==> config.mk <==
export PLATFORM = sky130hd
export DESIGN_NAME = reverb_s2m_fifo_param_flat
export DESIGN_NICKNAME = d
export VERILOG_FILES = /design/src/rtl/reverb_s2m_fifo_param_if.sv /design/src/rtl/reverb_s2m_fifo_param.sv /design/src/flat_wrapper.sv
export SDC_FILE = /design/constraint.sdc
export NUM_CORES = 1
export LEC_CHECK = 0
export BUFFER_PORTS_ARGS = -buffer_cell sky130_fd_sc_hd__buf_2
export CORE_MARGIN = 10
export CORE_UTILIZATION = 62
export CTS_CLUSTER_SIZE = 16
export DETAILED_ROUTE_END_ITERATION = 8
export PLACE_DENSITY_LB_ADDON = 0.05
export SLEW_MARGIN = 20
export SYNTH_ARGS = -nofsm -noshare
export SYNTH_HDL_FRONTEND = slang
export SYNTH_SLANG_ARGS = --single-unit
==> constraint.sdc <==
create_clock -name wrclock -period 4 [get_ports wrclock]
set_input_delay 0.2 -clock wrclock [delete_from_list [all_inputs] [get_ports wrclock]]
set_output_delay 0.2 -clock wrclock [all_outputs]
set_load 0.01 [all_outputs]
==> src/rtl/reverb_s2m_fifo_param_if.sv <==
// Bundle of stream-sink and register-slave signals for reverb_s2m_fifo_param.
// The DUT uses the slave modport and the driver uses the master modport.
interface reverb_s2m_fifo_param_if #(
  parameter int DATA_W = 32
);
  logic [DATA_W-1:0] avalonst_sink_data;
  logic              avalonst_sink_valid;
  logic              avalonst_sink_ready;
  logic [1:0]        avalonmm_read_slave_address;
  logic              avalonmm_read_slave_read;
  logic              avalonmm_read_slave_write;
  logic [31:0]       avalonmm_read_slave_writedata;
  logic [31:0]       avalonmm_read_slave_readdata;
  logic              avalonmm_read_slave_waitrequest;

  modport slave (
    input  avalonst_sink_data, avalonst_sink_valid,
    output avalonst_sink_ready,
    input  avalonmm_read_slave_address, avalonmm_read_slave_read,
    input  avalonmm_read_slave_write, avalonmm_read_slave_writedata,
    output avalonmm_read_slave_readdata, avalonmm_read_slave_waitrequest
  );

  modport master (
    output avalonst_sink_data, avalonst_sink_valid,
    input  avalonst_sink_ready,
    output avalonmm_read_slave_address, avalonmm_read_slave_read,
    output avalonmm_read_slave_write, avalonmm_read_slave_writedata,
    input  avalonmm_read_slave_readdata, avalonmm_read_slave_waitrequest
  );
endinterface

==> src/rtl/reverb_s2m_fifo_param.sv <==
// Stream-to-register FIFO: words pushed from a stream sink are popped through
// a show-ahead DATA register, with status, control, threshold and an interrupt.
module reverb_s2m_fifo_param #(
  parameter int DATA_W       = 32,
  parameter int DEPTH_LOG2   = 5,
  parameter bit DROP_ON_FULL = 1'b0,
  parameter int THRESH_RST   = 2**DEPTH_LOG2 - 1
) (
  input  logic                          wrclock,
  input  logic                          reset,
  reverb_s2m_fifo_param_if.slave        bus,
  output logic                          irq
);
  localparam int                  DEPTH      = 2**DEPTH_LOG2;
  localparam logic [DEPTH_LOG2:0] C_FULL     = (DEPTH_LOG2+1)'(DEPTH);
  localparam logic [DEPTH_LOG2:0] C_THR_INIT = (DEPTH_LOG2+1)'(THRESH_RST);

  logic [DATA_W-1:0]     r_mem [DEPTH];
  logic [DEPTH_LOG2-1:0] r_wr_ptr;
  logic [DEPTH_LOG2-1:0] r_rd_ptr;
  logic [DEPTH_LOG2:0]   r_level;
  logic [DEPTH_LOG2:0]   r_thresh;
  logic [7:0]            r_drop_cnt;
  logic                  r_ovf;
  logic                  r_irq_en;
  logic                  r_irq;

  logic                  w_empty, w_full, w_push, w_pop, w_drop;
  logic                  w_data_rd, w_wr, w_flush, w_clear;
  logic [DEPTH_LOG2:0]   w_thresh_sat;
  logic [31:0]           w_status;
  logic [31:0]           w_readdata;

  assign w_empty = (r_level == '0);
  assign w_full  = (r_level == C_FULL);

  assign bus.avalonst_sink_ready = DROP_ON_FULL ? !reset : (!w_full && !reset);

  assign w_push    = bus.avalonst_sink_valid && bus.avalonst_sink_ready && !w_full;
  assign w_drop    = DROP_ON_FULL && bus.avalonst_sink_valid && w_full && !reset;
  assign w_data_rd = bus.avalonmm_read_slave_read && (bus.avalonmm_read_slave_address == 2'd0);
  assign w_pop     = w_data_rd && !w_empty;
  // A write that collides with a read is dropped so the read always wins.
  assign w_wr      = bus.avalonmm_read_slave_write && !bus.avalonmm_read_slave_read;
  assign w_flush   = w_wr && (bus.avalonmm_read_slave_address == 2'd2) && bus.avalonmm_read_slave_writedata[1];
  assign w_clear   = w_wr && (bus.avalonmm_read_slave_address == 2'd2) && bus.avalonmm_read_slave_writedata[2];

  assign w_thresh_sat = (bus.avalonmm_read_slave_writedata > 32'(DEPTH)) ? C_FULL
                        : bus.avalonmm_read_slave_writedata[DEPTH_LOG2:0];

  assign bus.avalonmm_read_slave_waitrequest = reset || (w_data_rd && w_empty);
  assign bus.avalonmm_read_slave_readdata    = w_readdata;
  assign irq = r_irq;

  always_ff @(posedge wrclock) begin
    if (w_push && !w_flush) begin
      r_mem[r_wr_ptr] <= bus.avalonst_sink_data;
    end
  end

  always_ff @(posedge wrclock or posedge reset) begin
    if (reset) begin
      r_wr_ptr <= '0;
      r_rd_ptr <= '0;
      r_level  <= '0;
    end else if (w_flush) begin
      r_wr_ptr <= '0;
      r_rd_ptr <= '0;
      r_level  <= '0;
    end else begin
      if (w_push) r_wr_ptr <= r_wr_ptr + 1'b1;
      if (w_pop)  r_rd_ptr <= r_rd_ptr + 1'b1;
      case ({w_push, w_pop})
        2'b10:   r_level <= r_level + 1'b1;
        2'b01:   r_level <= r_level - 1'b1;
        default: r_level <= r_level;
      endcase
    end
  end

  always_ff @(posedge wrclock or posedge reset) begin
    if (reset) begin
      r_ovf      <= 1'b0;
      r_drop_cnt <= '0;
      r_irq_en   <= 1'b0;
      r_thresh   <= C_THR_INIT;
      r_irq      <= 1'b0;
    end else begin
      if (w_clear) begin
        r_ovf      <= 1'b0;
        r_drop_cnt <= '0;
      end else if (w_drop) begin
        r_ovf <= 1'b1;
        if (r_drop_cnt != 8'hFF) r_drop_cnt <= r_drop_cnt + 1'b1;
      end
      if (w_wr && (bus.avalonmm_read_slave_address == 2'd2)) begin
        r_irq_en <= bus.avalonmm_read_slave_writedata[0];
      end
      if (w_wr && (bus.avalonmm_read_slave_address == 2'd3)) begin
        r_thresh <= w_thresh_sat;
      end
      r_irq <= r_irq_en && ((r_level >= r_thresh) || r_ovf);
    end
  end

  always_comb begin
    w_status                 = '0;
    w_status[31]             = r_ovf;
    w_status[23:16]          = r_drop_cnt;
    w_status[15]             = w_empty;
    w_status[14]             = w_full;
    w_status[DEPTH_LOG2:0]   = r_level;
  end

  always_comb begin
    w_readdata = '0;
    if (!reset) begin
      case (bus.avalonmm_read_slave_address)
        2'd0:    w_readdata[DATA_W-1:0]   = r_mem[r_rd_ptr];
        2'd1:    w_readdata               = w_status;
        2'd2:    w_readdata[0]            = r_irq_en;
        default: w_readdata[DEPTH_LOG2:0] = r_thresh;
      endcase
    end
  end
endmodule

==> src/flat_wrapper.sv <==
// flat-port wrapper written by rule: the top's interface ports become plain ports
module reverb_s2m_fifo_param_flat 
#(
  parameter int DATA_W       = 32,
  parameter int DEPTH_LOG2   = 5,
  parameter bit DROP_ON_FULL = 1'b0,
  parameter int THRESH_RST   = 2**DEPTH_LOG2 - 1
)
  (wrclock, reset, irq, bus_avalonst_sink_data, bus_avalonst_sink_valid, bus_avalonst_sink_ready, bus_avalonmm_read_slave_address, bus_avalonmm_read_slave_read, bus_avalonmm_read_slave_write, bus_avalonmm_read_slave_writedata, bus_avalonmm_read_slave_readdata, bus_avalonmm_read_slave_waitrequest);
  reverb_s2m_fifo_param_if #(.DATA_W(DATA_W)) bus_i ();
  input  logic wrclock;
  input  logic reset;
  output logic irq;
  input wire logic [$bits(bus_i.avalonst_sink_data)-1:0] bus_avalonst_sink_data;
  input wire logic [$bits(bus_i.avalonst_sink_valid)-1:0] bus_avalonst_sink_valid;
  output wire logic [$bits(bus_i.avalonst_sink_ready)-1:0] bus_avalonst_sink_ready;
  input wire logic [$bits(bus_i.avalonmm_read_slave_address)-1:0] bus_avalonmm_read_slave_address;
  input wire logic [$bits(bus_i.avalonmm_read_slave_read)-1:0] bus_avalonmm_read_slave_read;
  input wire logic [$bits(bus_i.avalonmm_read_slave_write)-1:0] bus_avalonmm_read_slave_write;
  input wire logic [$bits(bus_i.avalonmm_read_slave_writedata)-1:0] bus_avalonmm_read_slave_writedata;
  output wire logic [$bits(bus_i.avalonmm_read_slave_readdata)-1:0] bus_avalonmm_read_slave_readdata;
  output wire logic [$bits(bus_i.avalonmm_read_slave_waitrequest)-1:0] bus_avalonmm_read_slave_waitrequest;
  assign bus_i.avalonst_sink_data = bus_avalonst_sink_data;
  assign bus_i.avalonst_sink_valid = bus_avalonst_sink_valid;
  assign bus_avalonst_sink_ready = bus_i.avalonst_sink_ready;
  assign bus_i.avalonmm_read_slave_address = bus_avalonmm_read_slave_address;
  assign bus_i.avalonmm_read_slave_read = bus_avalonmm_read_slave_read;
  assign bus_i.avalonmm_read_slave_write = bus_avalonmm_read_slave_write;
  assign bus_i.avalonmm_read_slave_writedata = bus_avalonmm_read_slave_writedata;
  assign bus_avalonmm_read_slave_readdata = bus_i.avalonmm_read_slave_readdata;
  assign bus_avalonmm_read_slave_waitrequest = bus_i.avalonmm_read_slave_waitrequest;
  reverb_s2m_fifo_param #(.DATA_W(DATA_W), .DEPTH_LOG2(DEPTH_LOG2), .DROP_ON_FULL(DROP_ON_FULL), .THRESH_RST(THRESH_RST)) u_core (.wrclock(wrclock), .reset(reset), .bus(bus_i), .irq(irq));
endmodule
==> metrics list <==
- The tree built by TritonCTS fans out to 1048 sinks.
* Deepest clock path buffer count: 3
- The synthesized design spends more area on one cell type than any other, namely sky130_fd_sc_hd__edfxtp_1.
- Arrival time at the worst endpoint: 4.34 ns
- Entering global routing, the biggest net connects 73 pins.
- Synthesis produced a netlist whose cell count is 1901.
- Worst-Skew Late Latency: 0.66 ns
* Pins Over Slew Limit: 0
- Counting cells, the worst reg-to-reg path comes to 10.
- Standard-cell rows: 94
- Buffers placed on the I/O ports in this run total about 110.
- HPWL Detailed: 54410 um
- STA classifies the critical path startpoint as a flip-flop.
- Min setup slack post-route: between 0.2 and 0.25 ns
* Peak supply drop: 0.4354 mV
* Synth Warn #: 0
- TritonCTS built the clock tree.
* Flip-flop and latch count after synthesis: roughly 1000
- Number of antenna violations at the first check in global routing: 1
- Crit end category: flip-flop
- F_max: about 0.27 GHz
- For this run, the leading register cell type out of synthesis is sky130_fd_sc_hd__edfxtp_1.
- Remaining number of nets flagged by the antenna check after routing: 0
* Reg-to-reg critical path endpoint: u_core.r_level[5]
* Remaining max-slew budget at the tightest pin: 0.2582
- Post-placement setup slack: 0.3186 ns
- The tool flagged a number of max-cap violations equal to 0.
- The share of the Yosys chip area taken by registers is 0.7668.
- Overall power after layout: 28.39 mW
- Measured along the x axis, the die boundary spans 276.8 um.
- Die area: approximately 77000 sq um
* Number of nets in the final layout: about 2200
- The routed design has around 95000 um of wire.
* Congestion Overflow GR: 0
* Hold/Removal Path Class: primary input to flip-flop
* Detailed router's first-iteration violation count: 2623
- Hold Violations, Final: 0
- Fraction of final layout cells sized beyond drive strength 1: 0.2922
* Clock transition at path regs: 0.07 ns
- In the final routed layout, each cell accounts on average for 31.21 um.
- Area share of the largest cell type after synthesis: 0.7520
- Launch point of the worst path: u_core.r_level[2]
- At the pin with the least slew margin, the transition time is 1.110 ns.
* Sum Neg Setup Slack: 0 ns
* Run status: finished, final reports clean
- Clock skew: 0.01619 ns
- Residual DRC: 0
- The filler cells instantiated in the layout total 3928.
* Leading cell type by number of instances after synthesis: sky130_fd_sc_hd__edfxtp_1
- Syn nets: 1988
- Final setup fails: 0
- Number of gates resized after CTS: 0
* Share of async-settable or async-resettable flops after synthesis: 0.02290
- Mean instance size in the synthesized netlist: 21.51 sq um
- Counting distinct cell types in the post-synthesis netlist gives between 60 and 70.
* Final critical-path required period: roughly 3.8 ns
* Placeable core region: 65630 sq um
- By area the synthesized netlist is led by sky130_fd_sc_hd__edfxtp_1 (75%), sky130_fd_sc_hd__mux4_2 (13%), sky130_fd_sc_hd__mux2i_1 (3.8%).
- Data on the critical path is required at its endpoint by between 4 and 5 ns.
- Library cell used as clock root buffer: sky130_fd_sc_hd__clkbuf_16
- Share of the clock period used by the worst path after layout: 0.9413
- Summing every instance area after synthesis gives 40890 sq um.
- The final route contains 20140 vias.
- Standby leakage power: between 10 and 15 nW
* Most instantiated cells after synthesis: sky130_fd_sc_hd__edfxtp_1 (1024), sky130_fd_sc_hd__mux4_2 (229), sky130_fd_sc_hd__mux2i_1 (154), sky130_fd_sc_hd__nor2_1 (63), sky130_fd_sc_hd__o22ai_1 (61)
- The first global-routing pass estimated 140100 um of wire.
* Critical path destination: u_core.r_level[5]
* Effective utilization at floorplan: 0.6231
- The worst register-to-register path begins at u_core.r_level[2].
- Power density over cell area: 610.4 nW/um^2
* Combined global-route utilization of all metal layers: 0.2481
- At the end of routability-driven placement, the weighted congestion stood at between 0.8 and 0.9.
- Path type of the worst setup path: flip-flop to flip-flop
- Vias per inst: about 6.6
- In this run the number of H-tree levels came out at 3.
- Layout Area Growth over Synthesis: 13.76%
- Vias in the first global route: 20700
- Drt first pass iters: 7
* Internal reg-to-reg setup slack: roughly 0.23 ns
* Number of buffers created by CTS: 103
- Biggest fanout along the worst timing path: 11
* Height of the chip: 276.8 um
* Post-synth EDFFs: 1024
- Setup repair after global routing left no endpoint under its margin.
* Total I/O pin count: between 100 and 150
==> per-layer routing <==
layer  vias to the layer above  global-route usage  share of wire
met4                         0             0.08042          0.028
met1                     10700              0.3517           0.41
met5                         -                   0              0
met2                       900              0.3893           0.49
met3                       161             0.04730          0.076
li1                       8376                   -              -
==> logic make-up after synthesis <==
| kind of cell | share of synthesized area |
|---|---|
| DFF | 0.7668 |
| muxes | 0.1658 |
| and+or+nand+nor | 0.02289 |
| AOI/OAI and AO/OA | 0.02335 |
| buffers and inverters | 0.01392 |
| adders and majority gates | 0.004896 |
| xor gates and xnor gates | 0.002356 |
==> worst min path at each step <==
stage | start | to | slack (ns) | cells past startpoint
final | bus_avalonst_sink_data[31] | u_core.r_mem[20][31] | 0.03 | 1
after global routing | bus_avalonst_sink_data[6] | u_core.r_mem[6][6] | 0.04 | 1
after CTS | bus_avalonst_sink_data[6] | u_core.r_mem[4][6] | 0.00003 | 1
after detailed placement | reset | u_core.r_level[5] | 0.35 | 3
after global placement | reset | u_core.r_thresh[5] | 0.33 | 3
after floorplan | reset | u_core.irq | 0.23 | 1
==> where the power goes <==
group	internal [mW]	leakage [nW]	switching, mW
clock network	5.39	1.60	4.00
logic	3.08	3.74	3.25
registers	12.3	9.49	0.323
total	20.8	14.8	7.58
==> layout make-up <==
class	instances	area (sq um)	area share
clock buffer	128	2756	0.05925
antenna	1	2.502	0.00005379
sequential	1048	31370	0.6743
inverter	12	45.04	0.0009683
timing repair buffer	200	1536	0.03303
tap	864	1081	0.02324
multi-input combinational	737	9215	0.1981
clock inverter	62	513.0	0.01103
==> state kept, by name, indices dropped and copies added, names as in the netlist <==
signal,cells
u_core.r_thresh,6
u_core.r_level,6
u_core.r_rd_ptr,5
u_core.irq,1
u_core.r_irq_en,1
u_core.r_mem,1024
u_core.r_wr_ptr,5
==> worst max-delay path: stages (launching register included) <==
cell and delay, ns:
sky130_fd_sc_hd__dfrtp_1 0.49, sky130_fd_sc_hd__or4_1 0.61, sky130_fd_sc_hd__o311a_1 0.42, sky130_fd_sc_hd__inv_2 0.13
sky130_fd_sc_hd__ha_1 0.40, sky130_fd_sc_hd__ha_1 0.35, sky130_fd_sc_hd__and3_1 0.20, sky130_fd_sc_hd__a22o_1 0.21
sky130_fd_sc_hd__o31a_1 0.25, sky130_fd_sc_hd__or4_1 0.47, sky130_fd_sc_hd__a21oi_1 0.16
==> cells in the final DEF, fill, tap and decap left out, types with 8 or more instances in the layout <==
cell type,synthesis,layout
sky130_fd_sc_hd__dlygate4sd3_1,0,14
sky130_fd_sc_hd__inv_1,11,11
sky130_fd_sc_hd__bufinv_16,0,8
sky130_fd_sc_hd__o21ai_0,9,9
sky130_fd_sc_hd__or2_2,23,23
sky130_fd_sc_hd__o22ai_1,61,61
sky130_fd_sc_hd__clkbuf_1,28,21
sky130_fd_sc_hd__dfrtp_1,19,15
sky130_fd_sc_hd__mux4_2,229,229
sky130_fd_sc_hd__clkbuf_16,0,107
sky130_fd_sc_hd__mux2i_1,154,154
sky130_fd_sc_hd__ha_1,16,16
sky130_fd_sc_hd__buf_2,50,105
sky130_fd_sc_hd__clkinv_2,0,19
sky130_fd_sc_hd__nand4_1,8,8
sky130_fd_sc_hd__a22o_1,8,8
sky130_fd_sc_hd__clkinv_1,0,27
sky130_fd_sc_hd__nor2_1,63,31
sky130_fd_sc_hd__a22oi_1,12,12
sky130_fd_sc_hd__edfxtp_1,1024,1024
sky130_fd_sc_hd__buf_4,15,60
sky130_fd_sc_hd__nand3_1,9,8
sky130_fd_sc_hd__buf_12,0,21
sky130_fd_sc_hd__nor2_4,0,32
sky130_fd_sc_hd__nand2_1,18,18
sky130_fd_sc_hd__a21oi_1,23,23
sky130_fd_sc_hd__xor2_1,9,9
sky130_fd_sc_hd__nor4_1,12,12
==> through the flow <==
step / instance area, sq um / util / std cells / hold WS, ns
after floorplan: 40890 / - / 1901 / 0.2277
after global placement: 43110 / 0.6568 / 2847 / 0.3349
after detailed placement: 43110 / 0.6568 / 2847 / 0.3547
after CTS: 46520 / 0.7088 / 3051 / 0.00003439
after global routing: 46520 / 0.7088 / 3052 / 0.04137
final: 46520 / 0.7088 / 3052 / 0.03274
==> repair_timing <==
| action | 4_1_cts | 5_1_grt |
|---|---|---|
| endpoints found under the hold margin | 31 | 0 |
| buffers inserted | 0 | 0 |
| hold buffers | 14 | 0 |
No activity file was read; power rests on OpenSTA's default activity.
